<file path="config.mk">
export PLATFORM = sky130hd
export DESIGN_NAME = capture_pulse_gen
export DESIGN_NICKNAME = d
export VERILOG_FILES = /design/src/rtl/capture_pulse_pkg.sv /design/src/rtl/delay_timer.sv /design/src/rtl/capture_pulse_gen.sv
export SDC_FILE = /design/constraint.sdc
export NUM_CORES = 1
export LEC_CHECK = 0
export BUFFER_PORTS_ARGS = -buffer_cell sky130_fd_sc_hd__buf_2
export CORE_AREA = 2 2 80 82
export CTS_CLUSTER_DIAMETER = 200
export CTS_CLUSTER_SIZE = 28
export DETAILED_ROUTE_END_ITERATION = 8
export DIE_AREA = 0 0 82 84
export PLACE_DENSITY = 0.79
export SLEW_MARGIN = 10
export SYNTH_ARGS = -nofsm -noshare
export SYNTH_HDL_FRONTEND = slang
export SYNTH_HIERARCHICAL = 1
export SYNTH_SLANG_ARGS = --single-unit
</file>
<file path="constraint.sdc">
create_clock -name clk -period 3.5 [get_ports clk]
set_input_delay 0.35 -clock clk [delete_from_list [all_inputs] [get_ports clk]]
set_output_delay 0.35 -clock clk [all_outputs]
set_load 0.05 [all_outputs]
</file>
<file path="src/rtl/capture_pulse_pkg.sv">
// Shared types and constants for the capture pulse generator and its delay timer.
package capture_pulse_pkg;

    typedef enum logic [1:0] {
        ST_IDLE  = 2'd0,
        ST_PULSE = 2'd1,
        ST_DONE  = 2'd2
    } pulse_state_e;

    localparam int PULSE_CNT_W       = 32;
    localparam int TIMER_MAX_DEFAULT = 8000;
    // Shorter hold-off used when frames come from on-chip memory.
    localparam int TIMER_MAX_OCM     = 4000;

endpackage

</file>
<file path="src/rtl/delay_timer.sv">
// Delay timer: one-cycle timer_out strobe after TIMER_MAX consecutive enabled cycles.
module delay_timer
    import capture_pulse_pkg::*;
#(
    parameter int TIMER_MAX = TIMER_MAX_DEFAULT
) (
    input  logic clk,
    input  logic rst_n,
    input  logic timer_ena,
    input  logic timer_rst,
    output logic timer_out
);

    localparam int TIMER_W = $clog2(TIMER_MAX + 1);
    localparam logic [TIMER_W-1:0] CNT_LAST = TIMER_W'(TIMER_MAX - 1);

    logic [TIMER_W-1:0] count_q, count_d;
    logic               timer_out_q, timer_out_d;

    // Clear or disable discards any accumulated count.
    always_comb begin
        count_d     = '0;
        timer_out_d = 1'b0;
        if (!timer_rst && timer_ena) begin
            if (count_q == CNT_LAST) begin
                timer_out_d = 1'b1;
            end else begin
                count_d = count_q + TIMER_W'(1);
            end
        end
    end

    always_ff @(posedge clk or negedge rst_n) begin
        if (!rst_n) begin
            count_q     <= '0;
            timer_out_q <= 1'b0;
        end else begin
            count_q     <= count_d;
            timer_out_q <= timer_out_d;
        end
    end

    assign timer_out = timer_out_q;

endmodule

</file>
<file path="src/rtl/capture_pulse_gen.sv">
// Capture pulse generator with delay timer. Define PULSE_RETRIGGER_EN to let a
// start during an active pulse reload the width and extend the pulse.
module capture_pulse_gen
    import capture_pulse_pkg::*;
#(
    parameter int TIMER_MAX = TIMER_MAX_DEFAULT
) (
    input  logic                   clk,
    input  logic                   rst_n,
    input  logic                   timer_ena,
    input  logic                   timer_rst,
    output logic                   timer_out,
    input  logic                   start,
    input  logic [PULSE_CNT_W-1:0] pulse_cycle_in,
    output logic                   pulse_out,
    output logic                   end_out
);

    pulse_state_e           state_q;
    logic [PULSE_CNT_W-1:0] cnt_q;
    logic                   pulse_out_q;
    logic                   end_out_q;

    delay_timer #(
        .TIMER_MAX (TIMER_MAX)
    ) u_delay_timer (
        .clk       (clk),
        .rst_n     (rst_n),
        .timer_ena (timer_ena),
        .timer_rst (timer_rst),
        .timer_out (timer_out)
    );

    // The down-counter holds the latched width; pulse ends when it is sampled at 1.
    always_ff @(posedge clk or negedge rst_n) begin
        if (!rst_n) begin
            state_q     <= ST_IDLE;
            cnt_q       <= '0;
            pulse_out_q <= 1'b0;
            end_out_q   <= 1'b0;
        end else begin
            case (state_q)
                ST_IDLE: begin
                    end_out_q <= 1'b0;
                    if (start) begin
                        cnt_q <= pulse_cycle_in;
                        if (pulse_cycle_in != '0) begin
                            state_q     <= ST_PULSE;
                            pulse_out_q <= 1'b1;
                        end else begin
                            state_q   <= ST_DONE;
                            end_out_q <= 1'b1;
                        end
                    end
                end
                ST_PULSE: begin
`ifdef PULSE_RETRIGGER_EN
                    if (start) begin
                        cnt_q <= pulse_cycle_in;
                        if (pulse_cycle_in == '0) begin
                            state_q     <= ST_DONE;
                            pulse_out_q <= 1'b0;
                            end_out_q   <= 1'b1;
                        end
                    end else begin
`else
                    begin
`endif
                        if (cnt_q == PULSE_CNT_W'(1)) begin
                            state_q     <= ST_DONE;
                            pulse_out_q <= 1'b0;
                            end_out_q   <= 1'b1;
                        end else begin
                            cnt_q <= cnt_q - PULSE_CNT_W'(1);
                        end
                    end
                end
                ST_DONE: begin
                    end_out_q   <= 1'b0;
                    pulse_out_q <= 1'b0;
                    state_q     <= ST_IDLE;
                end
                default: begin
                    state_q     <= ST_IDLE;
                    pulse_out_q <= 1'b0;
                    end_out_q   <= 1'b0;
                end
            endcase
        end
    end

    assign pulse_out = pulse_out_q;
    assign end_out   = end_out_q;

endmodule

</file>
Yosys cells after proc, flatten, opt, wreduce, memory -nomap -nowiden
Index checks and enable logic that the tools add are counted.
- register bits: 50
- input bits: 37
- output and inout port bits: 3
- logic and storage cells: 42
- $add $sub $neg: 2
- equal/unequal tests: 7
- multiplexer cells: 19
- reductions and logical operators: 8
- operator list (kind ; number):
    32-bit 2-to-1 mux ; 2
    32-bit one-hot mux with 2 select lines ; 1
    32-bit by 1-bit equality test with 1-bit output, second input constant ; 1
    32-bit nonzero test ; 1
    32-bit by 1-bit subtractor with 32-bit output, second input constant ; 1
    13-bit 2-to-1 mux ; 2
    13-bit by 1-bit adder with 13-bit output, second input constant ; 1
    13-bit equality test, second input constant ; 1
    1-bit 2-to-1 mux ; 8
    2-bit inequality test, second input constant ; 4
    2-bit 2-to-1 mux ; 3
    3-bit AND reduction ; 2
    1-bit one-hot mux with 2 select lines ; 2
    2-bit one-hot mux with 2 select lines ; 1
    2-bit by 1-bit equality test with 1-bit output, second input constant ; 1
    2-bit logical NOT ; 1
    2-bit AND reduction ; 1
    2-bit nonzero test ; 1
    1-bit logical AND ; 1
    1-bit logical NOT ; 1

Logic depth before layout (Yosys ltp)
- depth in word-level cells: 4
- depth in mapped cells: 8

By module
The synthesis kept the hierarchy.
- modules (own cells, without submodules) (module ; instances ; cells each ; area each (um^2) ; sequential area each (um^2)):
    capture_pulse_gen ; 1 ; 293 ; 2482.4 ; 900.9
    delay_timer ; 1 ; 64 ; 729.4 ; 350.3

Worst setup path after synthesis
No wires, ideal clock.
- kind: reg2reg
- start: register cnt_q[16]
- end: register cnt_q[0]
- arrival time: 2216 ps
- data required time: 3366 ps
- slack: 1151 ps
- stages on the path, launching flop included: 8
- period minus slack after synthesis: 2349 ps
- cell sequence: dfrtp_1 or4_1 buf_2 or2_4 or4_4 buf_6 a221oi_2 a31oi_1
- word-level cells in the longest chain between the ends: 3
- RTL lines (what ; line ; text):
    start, declared ; capture_pulse_gen.sv:20 ; logic [PULSE_CNT_W-1:0] cnt_q;
    start signal, assigned ; capture_pulse_gen.sv:46 ; cnt_q <= pulse_cycle_in;
    start signal, assigned ; capture_pulse_gen.sv:74 ; cnt_q <= cnt_q - PULSE_CNT_W'(1);
    32-bit by 1-bit equality test with 1-bit output ; capture_pulse_gen.sv:69 ; if (cnt_q == PULSE_CNT_W'(1)) begin
    2-bit inequality test (no source line) ; -- ;
    3-bit AND reduction (no source line) ; -- ;
Every way passes these cells.
A chain may end at the register's enable or synchronous reset.

Worst setup path in the final report
- start: register cnt_q[10]
- end: register cnt_q[10]
- word-level cells in the longest chain between the ends: 3
- RTL lines (what ; line):
    32-bit by 1-bit subtractor with 32-bit output / 32-bit by 1-bit equality test with 1-bit output (equally long branches) ; capture_pulse_gen.sv:74, capture_pulse_gen.sv:69
    32-bit 2-to-1 mux / 2-bit inequality test (equally long branches) ; --
    32-bit one-hot mux with 2 select lines / 3-bit AND reduction (equally long branches) ; --
Several ways; a longest one is shown, not always the timed one. The select of a mux whose other input is x is not followed.

==> flow_summary.json <==
{
  "status": "complete, but fails checks",
  "violations": "hold timing",
  "design.final.nets": 428,
  "min_path_type": "primary input to async pin",
  "ys_types": 68,
  "synthFlopType": "dfrtp_1",
  "cp-end-kind": "register",
  "cts_root_buf": "clkbuf_8",
  "drv_slew": 0,
  "crit_type": "register to register",
  "chipHeight_um": 84,
  "core_area_mm2": 0.00610,
  "syn2layout_area_growth_pct": 10.8,
  "fin_setup_tns_ns": 0,
  "cp.arrival_ns": 2.75,
  "synth-compound-area-share": 0.229,
  "syn_inst": 357,
  "required_ns": 3.69,
  "finalClockSkew_ns": 0.00477,
  "async_flop_share": 1.00,
  "vias": 3249,
  "yosysMostFrequentCell": "dfrtp_1",
  "synth_edf_count": 0,
  "crit_path_max_fanout": 10,
  "cts.htree.levels": 2,
  "grt_use_total": 0.283,
  "postCtsSetupBuffers": 0,
  "regArea_mm2": 0.00125,
  "viasPerCell": 6.97,
  "synth.avg_cell_area_um2": 9.00,
  "drt_iter0_markers": 360,
  "start_util": 0.527,
  "fillers": 554,
  "ys_warn_count": 6,
  "grt_pass1_wl_um": 15200,
  "drive_gt1_frac": 0.201,
  "synth-xor-area-share": 0.0136,
  "port_buffers": 39,
  "multi_input_area_mm2": 0.00184,
  "routabilityCongestion": 0.926,
  "yosys.area.top_type": "dfrtp_1",
  "syn-num-nets": 397,
  "cts_resized": 0,
  "antenna-diode-count": 0,
  "power_density_mw_per_mm2": 562,
  "peakVddDrop_v": 0.000328,
  "yosysSeqAreaShare": 0.390,
  "holdWs_ns": -0.00638,
  "dieArea_mm2": 0.00689,
  "synth_top_cell_area_share": 0.390,
  "setup_violations": 0,
  "cts_tree": "yes",
  "synth_area_leaders": "dfrtp_1 39%, nor3_1 3.9%, nor4_1 3.5%",
  "num_rows": 29,
  "gr-total-overflow": 0,
  "synthesis.area_mm2": 0.00321,
  "wl_per_cell_um": 19.7,
  "routed_wl_um": 9170,
  "max_freq_mhz": 392,
  "cp-start-kind": "register",
  "tightest_slew_ns": 0.815,
  "fin_util": 0.584,
  "final_hold_viol_count": 5,
  "die_x_um": 82,
  "grt_pass1_vias": 3086,
  "synthAdderAreaFrac": 0.0117,
  "fin_crit_sh": 0.729,
  "synthTopCellsByCount": "50 x dfrtp_1, 27 x nand2_1, 25 x nor3_1",
  "fin_crit_ns": 2.55,
  "grt_max_degree": 31,
  "clock_path_buffers": 2,
  "max_slew_margin": 0.452,
  "max_cap_viol_count": 0,
  "clock_sinks": 50,
  "clock_latency_ns": 0.31,
  "ios": 40,
  "first_pass_iters": 5,
  "drc": 0,
  "yosys_register_bits": 50,
  "antenna_left": 0,
  "synth_top_family_by_area": "simple AND/OR/NAND/NOR gates",
  "grt_setup_unrepaired": "false",
  "numCtsBuffers": 5,
  "place_hpwl_um": 6640,
  "synth.area.mux_share": 0.00312,
  "cts.clk_slew.worst_paths_ns": 0.09,
  "synth-simple-area-share": 0.315,
  "antenna_found_initial": 0,
  "leakagePower_nw": 1.40,
  "p_total_mw": 2.00,
  "ctsHoldBuffers": 0
}
-- report_power, final --
group	switching [mW]	internal (mW)	leakage [nW]
Clock	0.195	0.214	0.0524
Sequential	0.236	0.742	0.617
Combinational	0.333	0.279	0.729
-- per-stage QoR --
stage          cell area (µm²)  instances  setup WS [ns]  hold WS, ns
3_5_place_dp              3450        458           1.04        0.350
3_3_place_gp              3450        458           1.08        0.340
5_1_grt                   3560        466          0.844       0.0332
6_report                  3560        466          0.947     -0.00638
2_1_floorplan             3210        357           1.15       0.0544
4_1_cts                   3560        466           1.03       0.0160
-- metal layers --
layer | part of all wire | track usage | vias to the layer above
li1 | - | - | 1456
met1 | 0.40 | 0.373 | 1571
met2 | 0.48 | 0.459 | 187
met3 | 0.084 | 0.0455 | 35
met4 | 0.030 | 0.111 | 0
met5 | 0 | 0 | -
-- logic make-up after synthesis --
logic type	count (synthesis)
buffers and inverters	29
multiplexers	1
AO/OA/AOI/OAI	98
XOR/XNOR	5
flip-flops	50
AND/OR/NAND/NOR	171
adder cells (fa/ha/maj)	3
-- sequential cells by signal (all words and copies together) (netlist names) --
signal	cells
cnt_q	32
u_delay_timer/count_q	13
state_q	2
end_out	1
pulse_out	1
u_delay_timer/timer_out	1
-- layout by cell type, fill, tap and decap left out, types with 5 or more instances in the layout --
cell type	Yosys	routed
a211oi_1	5	5
a21oi_1	9	9
a31oi_1	6	6
a32o_1	6	6
buf_2	3	39
buf_4	1	5
clkbuf_8	0	5
dfrtp_1	50	50
inv_1	9	9
nand2_1	27	27
nand3_1	11	11
nand4_1	15	15
nor2_1	24	24
nor3_1	25	25
nor3b_1	5	5
nor4_1	18	18
o21ai_0	16	16
o21ai_1	5	5
o31ai_1	8	8
or3_1	8	8
or4_1	8	8
-- final timing paths --
kind,from,end,slack [ns],depth (start not counted)
setup / recovery,cnt_q[10],cnt_q[10],0.95,5
hold / removal,rst_n,cnt_q[18],-0.006,1
setup reg to reg,cnt_q[10],cnt_q[10],0.95,5
hold reg to reg,u_delay_timer/count_q[0],u_delay_timer/count_q[0],0.52,1
max in group asynchronous,rst_n,pulse_out,2.73,2
min in group clk,timer_ena,u_delay_timer/timer_out,0.31,2
-- cell type report --
cell class,count,area share
multi-input combinational,278,0.517
sequential,50,0.351
timing repair buffer,44,0.0654
tap,77,0.0271
clock buffer,7,0.0214
inverter,9,0.00949
clock inverter,1,0.00844
-- critical path, stage by stage (launching register included) --
cell     delay, ns
dfrtp_1       0.44
nor4_2        0.52
nand2_1       0.39
or4_1         0.76
nand2_2       0.23
a21oi_1       0.11
Note: power is estimated with default switching activity, not from simulation.
